$ cat src/rtl/debounced_btn_core_pkg.sv
// Shared definitions for the debounced button MMIO core: register word type
// and the slot-relative word addresses of the four registers.
package btn_core_pkg;

  typedef logic [31:0] word_t;

  localparam logic [4:0] ADDR_RAW   = 5'd0;
  localparam logic [4:0] ADDR_LEVEL = 5'd1;
  localparam logic [4:0] ADDR_EDGE  = 5'd2;
  localparam logic [4:0] ADDR_MASK  = 5'd3;

  // True when a slot address selects one of the implemented registers.
  function automatic logic is_mapped(input logic [4:0] a);
    return (a <= ADDR_MASK);
  endfunction

endpackage

$ cat src/rtl/debounced_btn_core_if.sv
// MMIO slot bus between the slot controller (master) and a core (slave).
// Handshake: single-cycle access. A write takes effect on the clock edge where
// cs and write are both high; rd_data is combinational from addr alone, valid
// in the same cycle, and reads never change state (read is informational).
interface debounced_btn_core_if;
  import btn_core_pkg::*;

  logic       cs;
  logic       read;
  logic       write;
  logic [4:0] addr;
  word_t      wr_data;
  word_t      rd_data;

  modport master (
    output cs,
    output read,
    output write,
    output addr,
    output wr_data,
    input  rd_data
  );

  modport slave (
    input  cs,
    input  read,
    input  write,
    input  addr,
    input  wr_data,
    output rd_data
  );

endinterface

$ cat src/rtl/debounced_btn_core_debounce_bit.sv
// One input channel: two-flop synchronizer followed by a stability counter.
// The debounced level only follows the synchronized input after it has
// differed from the level for DB_TICKS consecutive cycles; any return to the
// current level restarts the count.
module debounce_bit #(
  parameter int DB_TICKS = 2_000_000
) (
  input  logic clk,
  input  logic reset,
  input  logic i_btn,
  output logic o_raw,
  output logic o_level
);

  localparam int CW = $clog2(DB_TICKS);
  localparam logic [CW-1:0] TERM = CW'(DB_TICKS - 1);

  logic [1:0]    r_sync;
  logic [CW-1:0] r_cnt;
  logic          r_level;

  // Bring the asynchronous button into the clk domain.
  always_ff @(posedge clk or posedge reset) begin
    if (reset) r_sync <= 2'b00;
    else       r_sync <= {r_sync[0], i_btn};
  end

  // Count cycles of disagreement; adopt the new level at the terminal count.
  // The counter is cleared at the terminal count, so it can never wrap.
  always_ff @(posedge clk or posedge reset) begin
    if (reset) begin
      r_cnt   <= '0;
      r_level <= 1'b0;
    end else if (r_sync[1] == r_level) begin
      r_cnt <= '0;
    end else if (r_cnt == TERM) begin
      r_level <= r_sync[1];
      r_cnt   <= '0;
    end else begin
      r_cnt <= r_cnt + 1'b1;
    end
  end

  assign o_raw   = r_sync[1];
  assign o_level = r_level;

endmodule

$ cat src/rtl/debounced_btn_core.sv
// Debounced button/switch input core for the MMIO slot array.
// Registers: 0 RAW (RO), 1 LEVEL (RO), 2 EDGE (sticky rising edges, W1C),
// 3 MASK (RW interrupt mask). Optional feature macro: BTN_CORE_IRQ_EN enables
// MASK and a registered level interrupt irq = |(EDGE & MASK); without it MASK
// reads 0, writes to it are ignored and irq is tied low.
module debounced_btn_core
  import btn_core_pkg::*;
#(
  parameter int W        = 4,
  parameter int DB_TICKS = 2_000_000
) (
  input  logic                       clk,
  input  logic                       reset,
  debounced_btn_core_if.slave        bus,
  input  logic [W-1:0]               btn_in,
  output logic                       irq
);

  logic [W-1:0] w_raw;
  logic [W-1:0] w_level;
  logic [W-1:0] w_rise;
  logic [W-1:0] w_clr;
  logic [W-1:0] w_mask;
  logic         w_wr;
  logic         w_unused;
  word_t        w_rd;

  logic [W-1:0] r_level_q;
  logic [W-1:0] r_edge;

  genvar gi;
  generate
    for (gi = 0; gi < W; gi++) begin : g_bit
      debounce_bit #(
        .DB_TICKS (DB_TICKS)
      ) u_db (
        .clk     (clk),
        .reset   (reset),
        .i_btn   (btn_in[gi]),
        .o_raw   (w_raw[gi]),
        .o_level (w_level[gi])
      );
    end
  endgenerate

  assign w_wr   = bus.cs & bus.write;
  assign w_rise = w_level & ~r_level_q;
  assign w_clr  = (w_wr && bus.addr == ADDR_EDGE) ? bus.wr_data[W-1:0] : '0;

  // Reads have no side effects, and upper write-data bits are don't-care.
  assign w_unused = ^{bus.read, bus.wr_data};

  // Delayed copy of the debounced level for rising-edge detection.
  always_ff @(posedge clk or posedge reset) begin
    if (reset) r_level_q <= '0;
    else       r_level_q <= w_level;
  end

  // Sticky rising-edge flags; a new edge beats a simultaneous W1C.
  always_ff @(posedge clk or posedge reset) begin
    if (reset) r_edge <= '0;
    else       r_edge <= (r_edge & ~w_clr) | w_rise;
  end

`ifdef BTN_CORE_IRQ_EN
  logic [W-1:0] r_mask;
  logic         r_irq;

  // Interrupt mask register.
  always_ff @(posedge clk or posedge reset) begin
    if (reset)                            r_mask <= '0;
    else if (w_wr && bus.addr == ADDR_MASK) r_mask <= bus.wr_data[W-1:0];
  end

  // Registered interrupt: follows pending-and-enabled flags one cycle later.
  always_ff @(posedge clk or posedge reset) begin
    if (reset) r_irq <= 1'b0;
    else       r_irq <= |(r_edge & r_mask);
  end

  assign w_mask = r_mask;
  assign irq    = r_irq;
`else
  assign w_mask = '0;
  assign irq    = 1'b0;
`endif

  // Combinational read mux, decoded from addr only.
  always_comb begin
    w_rd = '0;
    if (is_mapped(bus.addr)) begin
      case (bus.addr)
        ADDR_RAW:   w_rd[W-1:0] = w_raw;
        ADDR_LEVEL: w_rd[W-1:0] = w_level;
        ADDR_EDGE:  w_rd[W-1:0] = r_edge;
        ADDR_MASK:  w_rd[W-1:0] = w_mask;
        default:    w_rd = '0;
      endcase
    end
  end

  assign bus.rd_data = w_rd;

endmodule

$ cat src/flat_wrapper.sv
// flat-port wrapper written by rule: the top's interface ports become plain ports
module debounced_btn_core_flat import btn_core_pkg::*;
#(
  parameter int W        = 4,
  parameter int DB_TICKS = 2_000_000
)
  (clk, reset, btn_in, irq, bus_cs, bus_read, bus_write, bus_addr, bus_wr_data, bus_rd_data);
  debounced_btn_core_if bus_i ();
  input  logic clk;
  input  logic reset;
  input  logic [W-1:0] btn_in;
  output logic irq;
  input wire logic [$bits(bus_i.cs)-1:0] bus_cs;
  input wire logic [$bits(bus_i.read)-1:0] bus_read;
  input wire logic [$bits(bus_i.write)-1:0] bus_write;
  input wire logic [$bits(bus_i.addr)-1:0] bus_addr;
  input wire logic [$bits(bus_i.wr_data)-1:0] bus_wr_data;
  output wire logic [$bits(bus_i.rd_data)-1:0] bus_rd_data;
  assign bus_i.cs = bus_cs;
  assign bus_i.read = bus_read;
  assign bus_i.write = bus_write;
  assign bus_i.addr = bus_addr;
  assign bus_i.wr_data = bus_wr_data;
  assign bus_rd_data = bus_i.rd_data;
  debounced_btn_core #(.W(W), .DB_TICKS(DB_TICKS)) u_core (.clk(clk), .reset(reset), .bus(bus_i), .btn_in(btn_in), .irq(irq));
endmodule
$ cat config.mk
export PLATFORM = sky130hd
export DESIGN_NAME = debounced_btn_core_flat
export DESIGN_NICKNAME = d
export VERILOG_FILES = /design/src/rtl/debounced_btn_core_pkg.sv /design/src/rtl/debounced_btn_core_if.sv /design/src/rtl/debounced_btn_core_debounce_bit.sv /design/src/rtl/debounced_btn_core.sv /design/src/flat_wrapper.sv
export SDC_FILE = /design/constraint.sdc
export NUM_CORES = 1
export LEC_CHECK = 0
export ABC_AREA = 1
export CORE_ASPECT_RATIO = 0.7
export CORE_UTILIZATION = 55
export CTS_CLUSTER_SIZE = 25
export DETAILED_ROUTE_END_ITERATION = 12
export PLACE_DENSITY = 0.86
export SYNTH_ARGS = -nofsm -noshare
export SYNTH_HDL_FRONTEND = slang
export SYNTH_SLANG_ARGS = --single-unit
$ cat constraint.sdc
create_clock -name clk -period 4.09 [get_ports clk]
set_input_delay 0.818 -clock clk [delete_from_list [all_inputs] [get_ports clk]]
set_output_delay 0.818 -clock clk [all_outputs]
set_load 0.02 [all_outputs]
After elaboration in Yosys (flattened, before gate mapping)

Index checks and enable logic that the tools add are counted.

Bits in registers: 104
Output and inout port bits: 33
Input bits: 46

Eq/ne operators: 10
Multiplexer cells: 11
Add/sub/neg operators: 4
Order comparisons: 1
Bitwise operators: 10
Reductions and logical operators: 6

Operator list:

| operator                                                                         | count |
|---|---|
| 21-bit two-way mux                                                               | 8 |
| 21-bit by 1-bit adder with 21-bit output, second input constant                  | 4 |
| 21-bit == test, second input constant                                            | 4 |
| 4-bit one-hot mux with 3 select lines                                            | 1 |
| 4-bit bitwise AND                                                                | 2 |
| 4-bit two-way mux                                                                | 2 |
| 4-bit NOT                                                                        | 2 |
| 2-bit AND reduction                                                              | 4 |
| 5-bit by 1-bit == test with 1-bit output, second input constant                  | 1 |
| 5-bit by 2-bit == test with 1-bit output, second input constant                  | 1 |
| 5-bit by 2-bit less-or-equal comparator with 1-bit output, second input constant | 1 |
| 5-bit logical NOT                                                                | 1 |
| 1-bit == test                                                                    | 4 |
| 1-bit NOT                                                                        | 4 |
| 4-bit bitwise OR                                                                 | 1 |
| 1-bit bitwise AND                                                                | 1 |
| 1-bit logical AND                                                                | 1 |

Depth between registers and ports, before layout

Gate-level depths: netlist of run 1.

Depth after elaboration: 6
Mapped depth: 8
Gate-level depth less buffers: 8

Modules after synthesis

Synthesis of run 1 repeated with hierarchy kept, for this count alone.

Cells, all modules: 752
Area total of the unflattened synthesis: 5964.5 sq um

Modules (own cells, without submodules):

| module                                   | seq. area each (sq um) | area an instance (sq um) | cells each | instances |
|---|---|---|---|---|
| debounce_bit at u_core.g_bit[0].u_db ... | 600.6                  | 1332.5                   | 164        | 3 |
| debounce_bit at u_core.g_bit[1].u_db     | 600.6                  | 1320.0                   | 174        | 1 |
| debounced_btn_core                       | 200.2                  | 646.9                    | 86         | 1 |

Least setup slack after synthesis of run 1

Ideal clock, no wire load.

Path type: input to output
Start point: in bus_addr[4]
End point: out bus_rd_data[0]
Data required time: 3272 ps
Setup slack: 1658 ps
Stages: 5
Path buffers: 0
Data arrival time: 1614 ps
Cell sequence: nor2_1 nand2_1 nor3_1 nand2_1 o211ai_1

Cells in the longest elaborated chain, start to end: 3
Elaborated cells on any way between the ends: 6
Those cells by class: order compare (1); eq/ne (2); mux (2); reduce/logical (1)

RTL lines:

| what                                                                   | line                     | RTL |
|---|---|---|
| start: declaration                                                     | flat_wrapper.sv:16       | `input wire logic [$bits(bus_i.addr)-1:0] bus_addr;` |
| 5-bit by 2-bit == test with 1-bit output, or another cell as far along | debounced_btn_core.sv:92 | `case (bus.addr)` |
| 4-bit one-hot mux with 3 select lines                                  | debounced_btn_core.sv:92 |  |
| 4-bit two-way mux (*)                                                  | debounced_btn_core.sv:91 | `if (is_mapped(bus.addr)) begin` |
| end: declaration                                                       | flat_wrapper.sv:18       | `output wire logic [$bits(bus_i.rd_data)-1:0] bus_rd_data;` |

Every way passes the cells marked *; elsewhere a longest branch is shown, timed or not.

Worst setup path in the final report of run 1

Start point: in bus_addr[4]
End point: out bus_rd_data[2]

Same word-level chain as after synthesis.

==> impl_results.rst, run 1 <==
.. list-table::
   :header-rows: 1

   * - Metric
     - Value
   * - Core Box Area
     - between 9000 and 10000 um2
   * - Actual slew at the worst max-slew pin
     - about 0.8 ns
   * - Path class of the lowest-slack min-delay path
     - flop to flop
   * - Synth Area in Compound Gates
     - 2.84%
   * - Share of synthesized registers carrying an async set or reset
     - 100%
   * - Sequential cell area fraction in the yosys report
     - 46.1%
   * - Area share of and/or/nand/nor cells after synthesis
     - 34.1%
   * - Initial drt markers
     - 396
   * - Top-area cell type share of the netlist area
     - a little under half
   * - Crit-path max cell delay
     - 0.67 ns
   * - Result of the run
     - finished clean
   * - Adder-cell share of the synthesized area
     - 0.887%
   * - Average size of a mapped cell
     - 7.84 um2
   * - Starting utilization of the core area
     - 57.4%
   * - Yosys warns
     - 0
   * - Quantity of hold-fixing buffers added after cts
     - 0
   * - Synthesized netlist cell count
     - 720
   * - Routed wire per std cell
     - 13.6 um
   * - Max-Cap Viols
     - 0
   * - Aggregate routed wire length
     - 12100 um
   * - Crit path cell chain
     - clkdlybuf4s50_1, nor2_1, nand2_1, nor3_1, nand2_1, o211ai_1, clkdlybuf4s50_1
   * - Detailed placement HPWL
     - 8680 um
   * - Slowest-stage cell, CP
     - clkdlybuf4s50_1
   * - Number of routed nets with antenna violations
     - 0
   * - Most area-consuming cells after synthesis
     - dfrtp_1, nor2_1, nand2_1, nand3_1, inv_1
   * - Depth of the most critical reg-to-reg path
     - 6
   * - Hold Violations, Final
     - 0
   * - Worst-case register-to-register setup slack
     - 2.44 ns
   * - Endpoint of the worst-slack reg-to-reg timing path
     - u_core.g_bit[1].u_db.r_cnt[19]
   * - Depth of the CTS H-tree
     - 3
   * - Total routing usage reported by global routing
     - 24.7%
   * - Number of optimization iterations in the first detailed-route pass
     - 5
   * - CTS tree
     - yes
   * - Pwr Density
     - about 330 nW/um2
   * - Final slew viol count
     - 0
   * - Type of destination of the critical path
     - primary output
   * - Number of vias after detailed routing
     - 4669
   * - Utilization after layout
     - between 60% and 70%
   * - Inserted Diodes
     - 0
   * - Worst Min Path Start
     - u_core.g_bit[2].u_db.r_sync[0]
   * - Most instantiated cells after synthesis
     - nor2_1, nand2_1, dfrtp_1
   * - Die Footprint
     - 10700 um2
   * - Top Ports
     - a little under 80
   * - Worst hold path depth
     - 0
   * - Worst-path fanout max
     - 4
   * - Worst-case clock skew
     - 0.00578 ns
   * - Setup repair after global routing missed its margin
     - no
   * - Horizontal die dimension
     - 123 um
   * - TritonCTS buffer count
     - 9
   * - Minimum clock period
     - 3.84 ns
   * - CTS Sinks
     - 104
   * - Leading register cell type out of synthesis
     - dfrtp_1
   * - Worst vdd rail ir drop
     - 0.212 mV
   * - Die Y
     - between 80 and 90 um
   * - Largest area contributor in the synthesized netlist
     - dfrtp_1
   * - Total gr overflow
     - 0
   * - Number of synthesized register bits
     - 104
   * - Weighted congestion at the end of routability-driven global placement
     - 0.941
   * - Dominant combinational cell family by area after synthesis
     - simple AND/OR/NAND/NOR gates
   * - Number of remaining DRC errors
     - 0
   * - Number of flops mapped to enable cells by yosys
     - 0
   * - Number of global-route vias before repair
     - roughly 4500
   * - Number of setup violations in the final report
     - 0
   * - Most frequent cell after synthesis
     - nor2_1
   * - Required arrival time at the worst endpoint
     - 3.27 ns
   * - First-pass GRT wire length
     - 20400 um
   * - Share of final-layout standard cells stronger than drive strength 1
     - approximately 7.7%
   * - Pin count of the biggest net entering global routing
     - 69
   * - Post-Synthesis Cell Area
     - between 5000 and 6000 um2
   * - Area added between synthesis and finish
     - 9.98%
   * - Net total in the final layout
     - 801
   * - Top achievable clock speed
     - 261 MHz
   * - Number of distinct library cells after synthesis
     - 24
   * - Vias per cell
     - ~5.3
   * - Clock input transition at the sequential cells of the worst setup and hold paths
     - 0.07 ns
   * - Clock root cell
     - clkbuf_16
   * - Post-synthesis mux area share
     - 0%
   * - Count of buffers added by post-CTS timing repair for setup
     - 0
   * - Worst r2r src
     - u_core.g_bit[1].u_db.r_cnt[0]
   * - Endpoint, Worst Hold
     - u_core.g_bit[2].u_db.r_sync[1]
   * - Leakage dissipation
     - 2.62 nW
   * - Antenna violations before repair
     - 0
   * - Placement Rows
     - 30
   * - Final worst path period share
     - 93.8%
   * - Count of port buffers added during placement
     - 20
   * - Post-synthesis xor/xnor area fraction
     - under 10%
   * - Post-Route Setup TNS
     - 0 ns
   * - Buffers from clock root to sink, at most
     - 2
   * - Critical path startpoint category
     - primary input
   * - Critical Path AT
     - 3.02 ns
   * - Number of gates given a new drive strength after cts
     - 0
   * - Type of the worst setup path
     - primary input to primary output
   * - Clock latency on the worst-skew pair
     - 0.35 ns
   * - Headroom to the max-slew limit
     - 46.1%
## where the power goes
part,internal [mW],switching [mW],total (mW)
Combinational,0.0333,0.0812,0.115
Sequential,1.05,0.0129,1.06
Clock,0.480,0.395,0.875
## routing by layer
| layer | routed length [um] | track usage (%) |
|---|---|---|
| met5 | 0 | 0 |
| met4 | 207 | 8.87 |
| met3 | 773 | 6.05 |
| met2 | 5650 | 39.4 |
| met1 | 5440 | 32.9 |
## worst max-delay path by stage
stage	start	end	slack, ns
floorplan	reset	u_core.g_bit[0].u_db.o_level	0.54
global placement	bus_addr[4]	bus_rd_data[2]	0.35
detailed placement	bus_addr[4]	bus_rd_data[2]	0.24
CTS	bus_addr[4]	bus_rd_data[2]	0.23
global route	bus_addr[4]	bus_rd_data[2]	0.14
finish	bus_addr[4]	bus_rd_data[2]	0.25
## critical path, delay by kind of cell
family          cells  cell delay [ns]
buf+inv             2             1.08
compound gates      1             0.18
simple gates        4             0.93
## flip-flops by register name (all words and copies together) (netlist names)
signal	flops
u_core.g_bit.u_db.o_level	4
u_core.g_bit.u_db.r_cnt	84
u_core.g_bit.u_db.r_sync	8
u_core.r_edge	4
u_core.r_level_q	4
## cell type report
cell class	instances	area (um2)
Fill cell	803	3630
Multi-Input combinational cell	542	2650
Clock inverter	7	77.6
Tap cell	128	160
Timing Repair Buffer	22	215
Clock buffer	9	225
Inverter	72	273
Sequential cell	104	2600
## stage by stage
stage          cells  power (mW)  cell area (um2)  hold WS (ns)  setup WS (ns)
2_1_floorplan    748        1.17             5750         0.331          0.540
4_1_cts          884        2.07             6210         0.352          0.234
3_3_place_gp     868        1.19             5900         0.335          0.353
5_1_grt          884        2.12             6210         0.367          0.137
6_report         884        2.05             6210         0.352          0.252
3_5_place_dp     868        1.19             5900         0.338          0.239
## kinds of logic after synthesis
group	after synthesis
flops	104
fa+ha+maj	4
simple gates	436
compound gates	30
buf+inv	102
other cells	1
xor+xnor	43
## layout by cell type (no fill, tap or decap)
cell,instances
inv_2,1
clkbuf_16,9
dfrtp_1,104
inv_4,1
nand2_1,122
xnor2_1,10
inv_1,70
xor2_1,29
nor2_4,7
nor3_4,1
nor2_2,6
nor3_1,7
or2_2,4
clkinvlp_4,1
o211ai_1,4
buf_4,2
xnor2_2,4
nand4_1,20
nor3b_1,4
clkinv_4,2
bufinv_16,1
o21ai_0,11
clkinv_2,1
conb_1,29
nor2_1,180
nand3_1,69
nand2_2,16
a21oi_1,15
ha_1,4
clkdlybuf4s50_1,20
inv_6,2
No activity file was read; power rests on OpenSTA's default activity.
==> run 2: changes to the inputs <==
- CELL_PAD_IN_SITES_DETAIL_PLACEMENT: not set -> 1
- CELL_PAD_IN_SITES_GLOBAL_PLACEMENT: not set -> 1
- CORE_UTILIZATION: 55 -> 41
- PLACE_DENSITY: 0.86 -> 0.87
- clock period: 4.09 -> 4.2 ns (I/O delays scaled with it)
==> impl_results.rst, run 2 (synthesis results as in run 1) <==
.. list-table::
   :header-rows: 1

   * - Metric
     - Value
   * - Inserted Diodes
     - 0 (unchanged)
   * - Post-route total power
     - 1.94 mW (-5.1%)
   * - Core Box Area
     - 13300 um2 (+35%)
   * - Initial drt markers
     - 143 (-64%)
   * - Final slew viol count
     - 0 (unchanged)
   * - Detailed placement HPWL
     - 10900 um (+26%)
   * - Final worst path period share
     - 90.6%
   * - Net total in the final layout
     - 800 (-0.12%)
   * - Crit path cell chain
     - clkdlybuf4s50_1, nor2_1, nand2_1, nor3_1, nand2_1, o211ai_1, clkdlybuf4s50_1
   * - Depth of the CTS H-tree
     - 3 (unchanged)
   * - Leakage dissipation
     - 2.60 nW (-0.82%)
   * - Number of remaining DRC errors
     - 0 (unchanged)
   * - Crit-path max cell delay
     - 0.66 ns (about the same)
   * - Routed wire per std cell
     - 15.4 um (+13%)
   * - Top Registers
     - u_core.g_bit.u_db.r_cnt x84, u_core.g_bit.u_db.r_sync x8
   * - Top achievable clock speed
     - 263 MHz
   * - Hold Violations, Final
     - 0 (unchanged)
   * - Aggregate routed wire length
     - 14500 um (+20%)
   * - Area added between synthesis and finish
     - 10.8%
   * - Vias per cell
     - 5.04 (-4.6%)
   * - Setup repair after global routing missed its margin
     - no
   * - Setup Slack @ Placement
     - 0.353 ns (+0.113 ns)
   * - Count of buffering cells on the critical path with inverters included
     - 2 (unchanged)
   * - Worst-case clock skew
     - 0.00522 ns (-0.000565 ns)
   * - Final Worst Setup Slack
     - 0.394 ns (+0.142 ns)
   * - Result of the run
     - finished clean
   * - TritonCTS buffer count
     - 9 (unchanged)
   * - Count of port buffers added during placement
     - 20 (unchanged)
   * - Buffers from clock root to sink, at most
     - 2 (unchanged)
   * - Quantity of hold-fixing buffers added after cts
     - 0 (unchanged)
   * - Antenna violations before repair
     - 0 (unchanged)
   * - Final non-filler cell total
     - 940 (+6.3%)
   * - Critical Path AT
     - 2.97 ns (-0.05 ns)
   * - Required arrival time at the worst endpoint
     - 3.36 ns (+0.09 ns)
   * - Headroom to the max-slew limit
     - 57.5% (+11 points)
   * - Clock root cell
     - clkbuf_16
   * - Worst-path fanout max
     - 4 (unchanged)
   * - Slowest-stage cell, CP
     - clkdlybuf4s50_1
   * - Type of the worst setup path
     - primary input to primary output
   * - Clock input transition at the sequential cells of the worst setup and hold paths
     - 0.07 ns (about the same)
   * - Most common cell after layout, fill and taps aside
     - nor2_1
   * - Number of optimization iterations in the first detailed-route pass
     - 4 (-1)
   * - Total gr overflow
     - 0 (unchanged)
   * - Pwr Density
     - 311 nW/um2 (-5.9%)
   * - Total routing usage reported by global routing
     - 22.4% (-2.3 points)
   * - Count of buffers added by post-CTS timing repair for setup
     - 0 (unchanged)
   * - CTS Sinks
     - 104 (unchanged)
   * - Weighted congestion at the end of routability-driven global placement
     - 0.933 (-0.90%)
   * - Horizontal die dimension
     - 142 um (+16%)
   * - Worst vdd rail ir drop
     - 0.192 mV (-9.4%)
   * - Most frequent cells in the layout
     - nor2_1, nand2_1, dfrtp_1, inv_1, nand3_1
   * - Share of final-layout standard cells stronger than drive strength 1
     - 7.42% (-0.25 points)
   * - Max-Cap Viols
     - 0 (unchanged)
   * - Path class of the lowest-slack min-delay path
     - flop to flop
   * - Starting utilization of the core area
     - 42.4% (-15 points)
   * - Post-Route Setup TNS
     - 0 ns (unchanged)
   * - Number of vias after detailed routing
     - 4734 (+1.4%)
   * - Critical path startpoint category
     - primary input
   * - Clock latency on the worst-skew pair
     - 0.35 ns (about the same)
   * - Die Footprint
     - 14200 um2 (+33%)
   * - Minimum clock period
     - between 3 and 4 ns
   * - Placement Rows
     - 35 (+17%)
   * - Pin count of the biggest net entering global routing
     - 72 (+4.3%)
   * - Actual slew at the worst max-slew pin
     - 0.633 ns (-0.175 ns)
   * - CTS tree
     - yes
   * - Top Ports
     - 79 (unchanged)
   * - Number of gates given a new drive strength after cts
     - 0 (unchanged)
   * - Die Y
     - 100 um (+15%)
   * - Number of setup violations in the final report
     - 0 (unchanged)
   * - Register ranked first by flip-flop count
     - u_core.g_bit.u_db.r_cnt
   * - Number of routed nets with antenna violations
     - 0 (unchanged)
   * - Flip-flop count of the largest register after layout
     - 84 (unchanged)
   * - First-pass GRT wire length
     - 25100 um (+23%)
   * - Type of destination of the critical path
     - primary output
   * - Kind of cell adding the most delay to the critical path
     - buffers and inverters
   * - Number of global-route vias before repair
     - 5204 (+17%)
   * - Placed cell count
     - 924 (+6.5%)
## run 2: metrics by stage
stage / hold slack, ns / area [um2] / utilization, %
CTS: 0.369 / 6250 / 47.0
global placement: 0.339 / 5980 / 44.9
floorplan: 0.331 / 5750 / -
detailed placement: 0.353 / 5980 / 44.9
finish: 0.365 / 6250 / 47.0
global route: 0.380 / 6250 / 47.0
## run 2: layout make-up
type                    instances  area [um2]
well taps                     185         231
fillers                      1643        7060
flip-flops and latches        104        2600
inverters                      72         273
clock buffers                  10         229
multi-input cells             542        2650
repair buffers                 21         220
clock inverters                 6        45.0
## run 2: path summary, 6_finish.rpt
path / to / slack (ns) / from / cells after the start
setup reg to reg: u_core.g_bit[0].u_db.r_cnt[10] / 2.51 / u_core.g_bit[0].u_db.r_cnt[0] / 6
max in group asynchronous: u_core.g_bit[2].u_db.r_cnt[6] / 2.60 / reset / 3
hold / removal: u_core.g_bit[2].u_db.r_sync[1] / 0.36 / u_core.g_bit[2].u_db.r_sync[0] / 0
min in group asynchronous: u_core.g_bit[0].u_db.r_sync[0] / 0.87 / reset / 2
hold reg to reg: u_core.g_bit[2].u_db.r_sync[1] / 0.36 / u_core.g_bit[2].u_db.r_sync[0] / 0
setup / recovery: bus_rd_data[0] / 0.39 / bus_addr[4] / 7
## run 2: per-layer routing
metal / track usage [%] / vias to the layer above / routed length [um]
li1: - / 2269 / -
met1: 27.8 / 2389 / 6550
met2: 40.4 / 58 / 7390
met3: 4.29 / 18 / 358
met4: 5.13 / 0 / 177
met5: 0 / - / 0
## run 2: where the power goes
| group | total (mW) | internal [mW] | switching (mW) | leakage (nW) |
|---|---|---|---|---|
| Clock | 0.796 | 0.405 | 0.391 | 0.125 |
| Sequential | 1.03 | 1.02 | 0.0140 | 1.41 |
| Combinational | 0.115 | 0.0334 | 0.0816 | 1.07 |
| Total | 1.94 | 1.46 | 0.486 | 2.60 |
